==> src/rtl/calc_op_sequencer.sv <==
// calc_op_sequencer
// Multi-cycle sign-magnitude adder/subtractor. One operation walks through
// IDLE -> COMPARE -> EXECUTE -> CORRECT -> DONE and then waits in DONE until the
// consumer acknowledges the result.
//
// Handshake: start is taken only while ready=1 (IDLE). A result is offered while
// result_valid=1 (DONE) and is consumed on the first rising edge at which
// result_ack=1; ready returns on that same edge, but a new start is sampled no
// earlier than the following edge.
//
// Ports
//   clk          sole clock, rising edge
//   reset        synchronous, active-high
//   start        begin one operation (sampled in IDLE only)
//   Add_Sub      0 = A+B, 1 = A-B
//   A_sign/A_mag operand A, sign-magnitude (sign 1 = negative)
//   B_sign/B_mag operand B, sign-magnitude
//   result_ack   consumer acknowledge (acted on in DONE only)
//   ready        high in IDLE
//   result_valid high in DONE
//   sign         result sign (never negative zero)
//   magnitude    9-bit result magnitude, bit 8 is the carry
//   op_count     number of acknowledged operations, wraps at 256
module calc_op_sequencer (
    input  logic       clk,
    input  logic       reset,
    input  logic       start,
    input  logic       Add_Sub,
    input  logic       A_sign,
    input  logic [7:0] A_mag,
    input  logic       B_sign,
    input  logic [7:0] B_mag,
    input  logic       result_ack,
    output logic       ready,
    output logic       result_valid,
    output logic       sign,
    output logic [8:0] magnitude,
    output logic [7:0] op_count
);

    typedef enum logic [2:0] {
        IDLE    = 3'd0,
        COMPARE = 3'd1,
        EXECUTE = 3'd2,
        CORRECT = 3'd3,
        DONE    = 3'd4
    } state_t;

    state_t state;
    state_t state_next;

    // Latched request
    logic       add_sub_q;
    logic       a_sign_q;
    logic [7:0] a_mag_q;
    logic       b_sign_q;
    logic [7:0] b_mag_q;

    // Intermediates
    logic       eop;      // effective operation: 1 = magnitudes subtract
    logic       alb;      // |A| < |B|
    logic [7:0] raw_sum;
    logic       c8;

    // Final result formed from the intermediates
    logic [7:0] mag_lo;
    logic [8:0] mag_next;
    logic       sign_next;

    // ------------------------------------------------------------------
    // State register
    // ------------------------------------------------------------------
    always_ff @(posedge clk) begin
        if (reset) begin
            state <= IDLE;
        end else begin
            state <= state_next;
        end
    end

    // ------------------------------------------------------------------
    // Next-state logic. DONE returns to IDLE rather than straight to
    // COMPARE, so a start held across the acknowledge edge is not taken
    // until the edge after it.
    // ------------------------------------------------------------------
    always_comb begin
        state_next = state;
        case (state)
            IDLE:    if (start) state_next = COMPARE;
            COMPARE: state_next = EXECUTE;
            EXECUTE: state_next = CORRECT;
            CORRECT: state_next = DONE;
            DONE:    if (result_ack) state_next = IDLE;
            default: state_next = IDLE;
        endcase
    end

    assign ready        = (state == IDLE);
    assign result_valid = (state == DONE);

    // ------------------------------------------------------------------
    // Correction step. When the magnitudes were subtracted and |A| < |B|,
    // the raw sum is the negative of |B|-|A| and has to be negated back;
    // the result then carries B's effective sign (B_sign flipped for a
    // subtract). A zero result always reads as positive.
    // ------------------------------------------------------------------
    always_comb begin
        mag_lo    = (eop && alb) ? (~raw_sum + 8'd1) : raw_sum;
        mag_next  = {(eop ? 1'b0 : c8), mag_lo};
        sign_next = (eop && alb) ? (b_sign_q ^ add_sub_q) : a_sign_q;
        if (mag_next == 9'd0) begin
            sign_next = 1'b0;
        end
    end

    // ------------------------------------------------------------------
    // Datapath. Each register only loads in its own state, so operands
    // stay frozen once accepted and the outputs keep the last completed
    // result until the next CORRECT step overwrites them.
    // ------------------------------------------------------------------
    always_ff @(posedge clk) begin
        if (reset) begin
            add_sub_q <= 1'b0;
            a_sign_q  <= 1'b0;
            a_mag_q   <= 8'd0;
            b_sign_q  <= 1'b0;
            b_mag_q   <= 8'd0;
            eop       <= 1'b0;
            alb       <= 1'b0;
            raw_sum   <= 8'd0;
            c8        <= 1'b0;
            sign      <= 1'b0;
            magnitude <= 9'd0;
            op_count  <= 8'd0;
        end else begin
            case (state)
                IDLE: begin
                    if (start) begin
                        add_sub_q <= Add_Sub;
                        a_sign_q  <= A_sign;
                        a_mag_q   <= A_mag;
                        b_sign_q  <= B_sign;
                        b_mag_q   <= B_mag;
                    end
                end
                COMPARE: begin
                    eop <= add_sub_q ^ a_sign_q ^ b_sign_q;
                    alb <= (a_mag_q < b_mag_q);
                end
                EXECUTE: begin
                    // Subtraction is A + ~B + 1; the +1 enters as eop itself.
                    {c8, raw_sum} <= {1'b0, a_mag_q}
                                   + {1'b0, (eop ? ~b_mag_q : b_mag_q)}
                                   + {8'd0, eop};
                end
                CORRECT: begin
                    sign      <= sign_next;
                    magnitude <= mag_next;
                end
                DONE: begin
                    if (result_ack) begin
                        op_count <= op_count + 8'd1;
                    end
                end
                default: ;
            endcase
        end
    end

endmodule

==> config.mk <==
export PLATFORM = sky130hd
export DESIGN_NAME = calc_op_sequencer
export DESIGN_NICKNAME = d
export VERILOG_FILES = /design/src/rtl/calc_op_sequencer.sv
export SDC_FILE = /design/constraint.sdc
export NUM_CORES = 1
export LEC_CHECK = 0
export ABC_AREA = 1
export BUFFER_PORTS_ARGS = -buffer_cell sky130_fd_sc_hd__buf_4
export CAP_MARGIN = 20
export CORE_AREA = 10 10 79 81
export DETAILED_ROUTE_END_ITERATION = 16
export DIE_AREA = 0 0 89 91
export PLACE_DENSITY_LB_ADDON = 0.08
export RECOVER_POWER = 25
export SETUP_SLACK_MARGIN = 0.3
export SLEW_MARGIN = 10
export SYNTH_ARGS = -nofsm -noshare
export SYNTH_HDL_FRONTEND = slang
export SYNTH_SLANG_ARGS = --single-unit
==> constraint.sdc <==
create_clock -name clk -period 3.93 [get_ports clk]
set_input_delay 0.393 -clock clk [delete_from_list [all_inputs] [get_ports clk]]
set_output_delay 0.393 -clock clk [all_outputs]
set_load 0.1 [all_outputs]
==> results.py <==
metrics = {
    "status": {
        "status": "finished clean",
    },
    "synthesis": {
        "syn_nets": 422,
        "yosysUniqueCellTypes": 32,
        "ys_top_cells_by_area": "dfxtp_1, nand2_1, a21oi_1",
        "ys_warn_count": 0,
        "postSynthAreaPerCell_um2": 7.24,
        "yosysSeqAreaShare_pct": 36.9,
        "syn_area_mm2": 0.00277,
        "synth_seq_cells": 51,
        "synth_top_area_cell": "dfxtp_1",
        "syn_inst": 382,
        "synth_top_area_share_pct": 36.9,
    },
    "clock_network": {
        "clock-sinks": 51,
        "postCtsSetupBuffers": 0,
        "path_clk_slew_ns": 0.09,
        "htree_levels": 2,
        "cts_root_buf": "clkbuf_8",
        "cts_resized": 0,
        "cts_buffers": 5,
        "cts.path.max_buffers": 2,
        "hold_buffers": 0,
        "clock_latency_ns": 0.31,
        "cts_tree": "built",
    },
    "placed_design": {
        "dpl_cell_area_mm2": 0.00307,
        "port_buffers": 42,
        "placedCellCount": 463,
        "place_ws_ns": 1.56,
        "dp_hpwl_um": 4640,
        "place_congestion": 0.863,
    },
    "die": {
        "fp.dieH_um": 91,
        "start_util_pct": 59.3,
        "pin_count": 43,
        "rows": 25,
        "die_x_um": 89,
        "die_area_mm2": 0.00810,
        "coreArea_mm2": 0.00466,
    },
    "power_and_ir_drop": {
        "switching_share_pct": 33.3,
        "p_leak_nw": 1.47,
        "combPwrFrac_pct": 25.5,
        "ir_drop_mv": 0.256,
        "power_mw": 1.23,
        "power.density_mw_per_mm2": 397,
        "power.share.sequential_pct": 47.3,
        "switchingPower_mw": 0.410,
        "p_int_mw": 0.822,
        "clkPwrFrac_pct": 27.3,
    },
    "sta": {
        "max_slew_margin_pct": 22.1,
        "final.period_utilization_pct": 59.6,
        "finalClockSkew_ns": 0.0112,
        "finalHoldViolations": 0,
        "drv_slew": 0,
        "tns_ns": 0,
        "fmax_ghz": 0.427,
        "hold_slack_ns": 0.365,
        "fin_crit_ns": 2.34,
        "worst_slack_ns": 1.59,
        "finalSetupViolations": 0,
        "worstMarginPinSlew_ns": 1.17,
        "rsz0062_at_grt": "no",
    },
    "detailed_routing": {
        "vias": 2482,
        "post_drt_wl_per_cell_um": 12.9,
        "wl_met3_um": 228,
        "remaining_drc_errors": 0,
        "topRoutingLayerUsed": "met4",
        "first_iter_violations": 154,
        "drt_pass1_iterations": 4,
        "wirelength_um": 6070,
        "via_per_inst": 5.27,
        "met2WireLength_um": 2900,
        "postRouteAntennaNets": 0,
        "m1WireLength_um": 2880,
    },
    "cells_and_area": {
        "drive_above_1_share_pct": 11.3,
        "fin_cells": 471,
        "utilization_pct": 66.6,
        "syn2layout_area_growth_pct": 12.2,
        "final_cell_area_mm2": 0.00310,
        "final_common_cell": "nand2_1",
        "finalNetCount": 456,
        "layout_common_cells": "nand2_1, inv_1, a21oi_1, dfxtp_1, nand3_1",
        "n_antenna_cell": 0,
    },
    "critical_path": {
        "cp_max_fo": 29,
        "worst_ep_required_time_ns": 4.10,
        "cp-start-kind": "flip-flop",
        "crit_type": "reg2reg",
        "cp-end-kind": "flip-flop",
        "worstPathArrival_ns": 2.51,
    },
    "global_routing": {
        "antenna_found_initial": 0,
        "grt_pass1_vias": 2356,
        "grt_pass1_wl_um": 10400,
        "grt_use_total_pct": 15.3,
        "grt_max_degree": 30,
        "grt-ovfl-total": 0,
    },
    "min_path": {
        "hp-class": "in2reg",
    },
    "flow_run": {
        "drv_cap": 0,
    },
}
cells in the mapped netlist:
| master | instances |
|---|---|
| nand2_1 | 69 |
| inv_1 | 55 |
| a21oi_1 | 51 |
| dfxtp_1 | 51 |
| nand3_1 | 35 |
| o21ai_0 | 27 |
| nor2_1 | 17 |
| ha_1 | 16 |
| xor2_1 | 12 |
| clkbuf_1 | 7 |
| buf_2 | 6 |
| nor3_1 | 6 |
| o211ai_1 | 4 |
| a31oi_1 | 3 |
| buf_6 | 2 |
| inv_2 | 2 |
| o21ai_1 | 2 |
| o21bai_1 | 2 |
| xnor2_1 | 2 |
| clkinv_2 | 1 |
| fa_1 | 1 |
| nand2_2 | 1 |
| nand2_4 | 1 |
| nand3_4 | 1 |
| nand4_1 | 1 |
| nand4_2 | 1 |
| nor2_2 | 1 |
| nor2_4 | 1 |
| nor3_2 | 1 |
| nor3_4 | 1 |
| nor4_1 | 1 |
| o21a_1 | 1 |
logic make-up after synthesis:
group / synth area share [%]
AND/OR/NAND/NOR: 22.9
AO/OA/AOI/OAI: 17.1
buffers and inverters: 10.8
flip-flops: 36.9
adder cells (fa/ha/maj): 7.96
XOR/XNOR: 4.43
layout make-up:
class	instances	area [um2]
fillers	428	1560
multi-input cells	258	1420
flip-flops and latches	51	1020
repair buffers	42	274
inverters	58	219
clock buffers	7	96.3
well taps	54	67.6
clock inverters	1	7.51
critical path, stage by stage (launching register included):
cell	delay, ns
dfxtp_1	0.36
nor2_1	0.13
inv_1	0.07
nor2_1	0.52
nand2_1	0.69
o21ai_0	0.38
a21oi_1	0.06
metal layers:
metal,vias up,GRT usage (%)
met3,7,3.31
met2,39,24.5
met1,1122,19.8
met4,0,4.64
li1,1314,-
met5,-,0
flip-flops by register name, indices dropped and copies added, names as in the netlist:
name       cells
raw_sum        8
b_sign_q       1
op_count       8
alb            1
state          3
b_mag_q        8
a_mag_q        8
sign           1
eop            1
add_sub_q      1
magnitude      9
a_sign_q       1
c8             1
power by group through the flow:
stage	clock network, mW	registers [mW]	logic, mW
4_1_cts	0.342	0.583	0.320
5_1_grt	0.364	0.588	0.355
3_5_place_dp	0	0.595	0.318
2_1_floorplan	0	0.611	0.227
3_3_place_gp	0	0.594	0.312
6_report	0.336	0.583	0.314
path summary, 6_finish.rpt:
path	cells after the start	start	to	slack, ns
worst min register to register	2	b_sign_q$_SDFFE_PP0P_	b_sign_q$_SDFFE_PP0P_	0.48
worst max-delay path	6	state[2]$_SDFFE_PP0P_	b_mag_q[5]$_SDFFE_PP0P_	1.59
worst min-delay path	3	A_mag[5]	a_mag_q[5]$_SDFFE_PP0P_	0.37
worst max register to register	6	state[2]$_SDFFE_PP0P_	b_mag_q[5]$_SDFFE_PP0P_	1.59
Power figures use the tool's default switching activity.
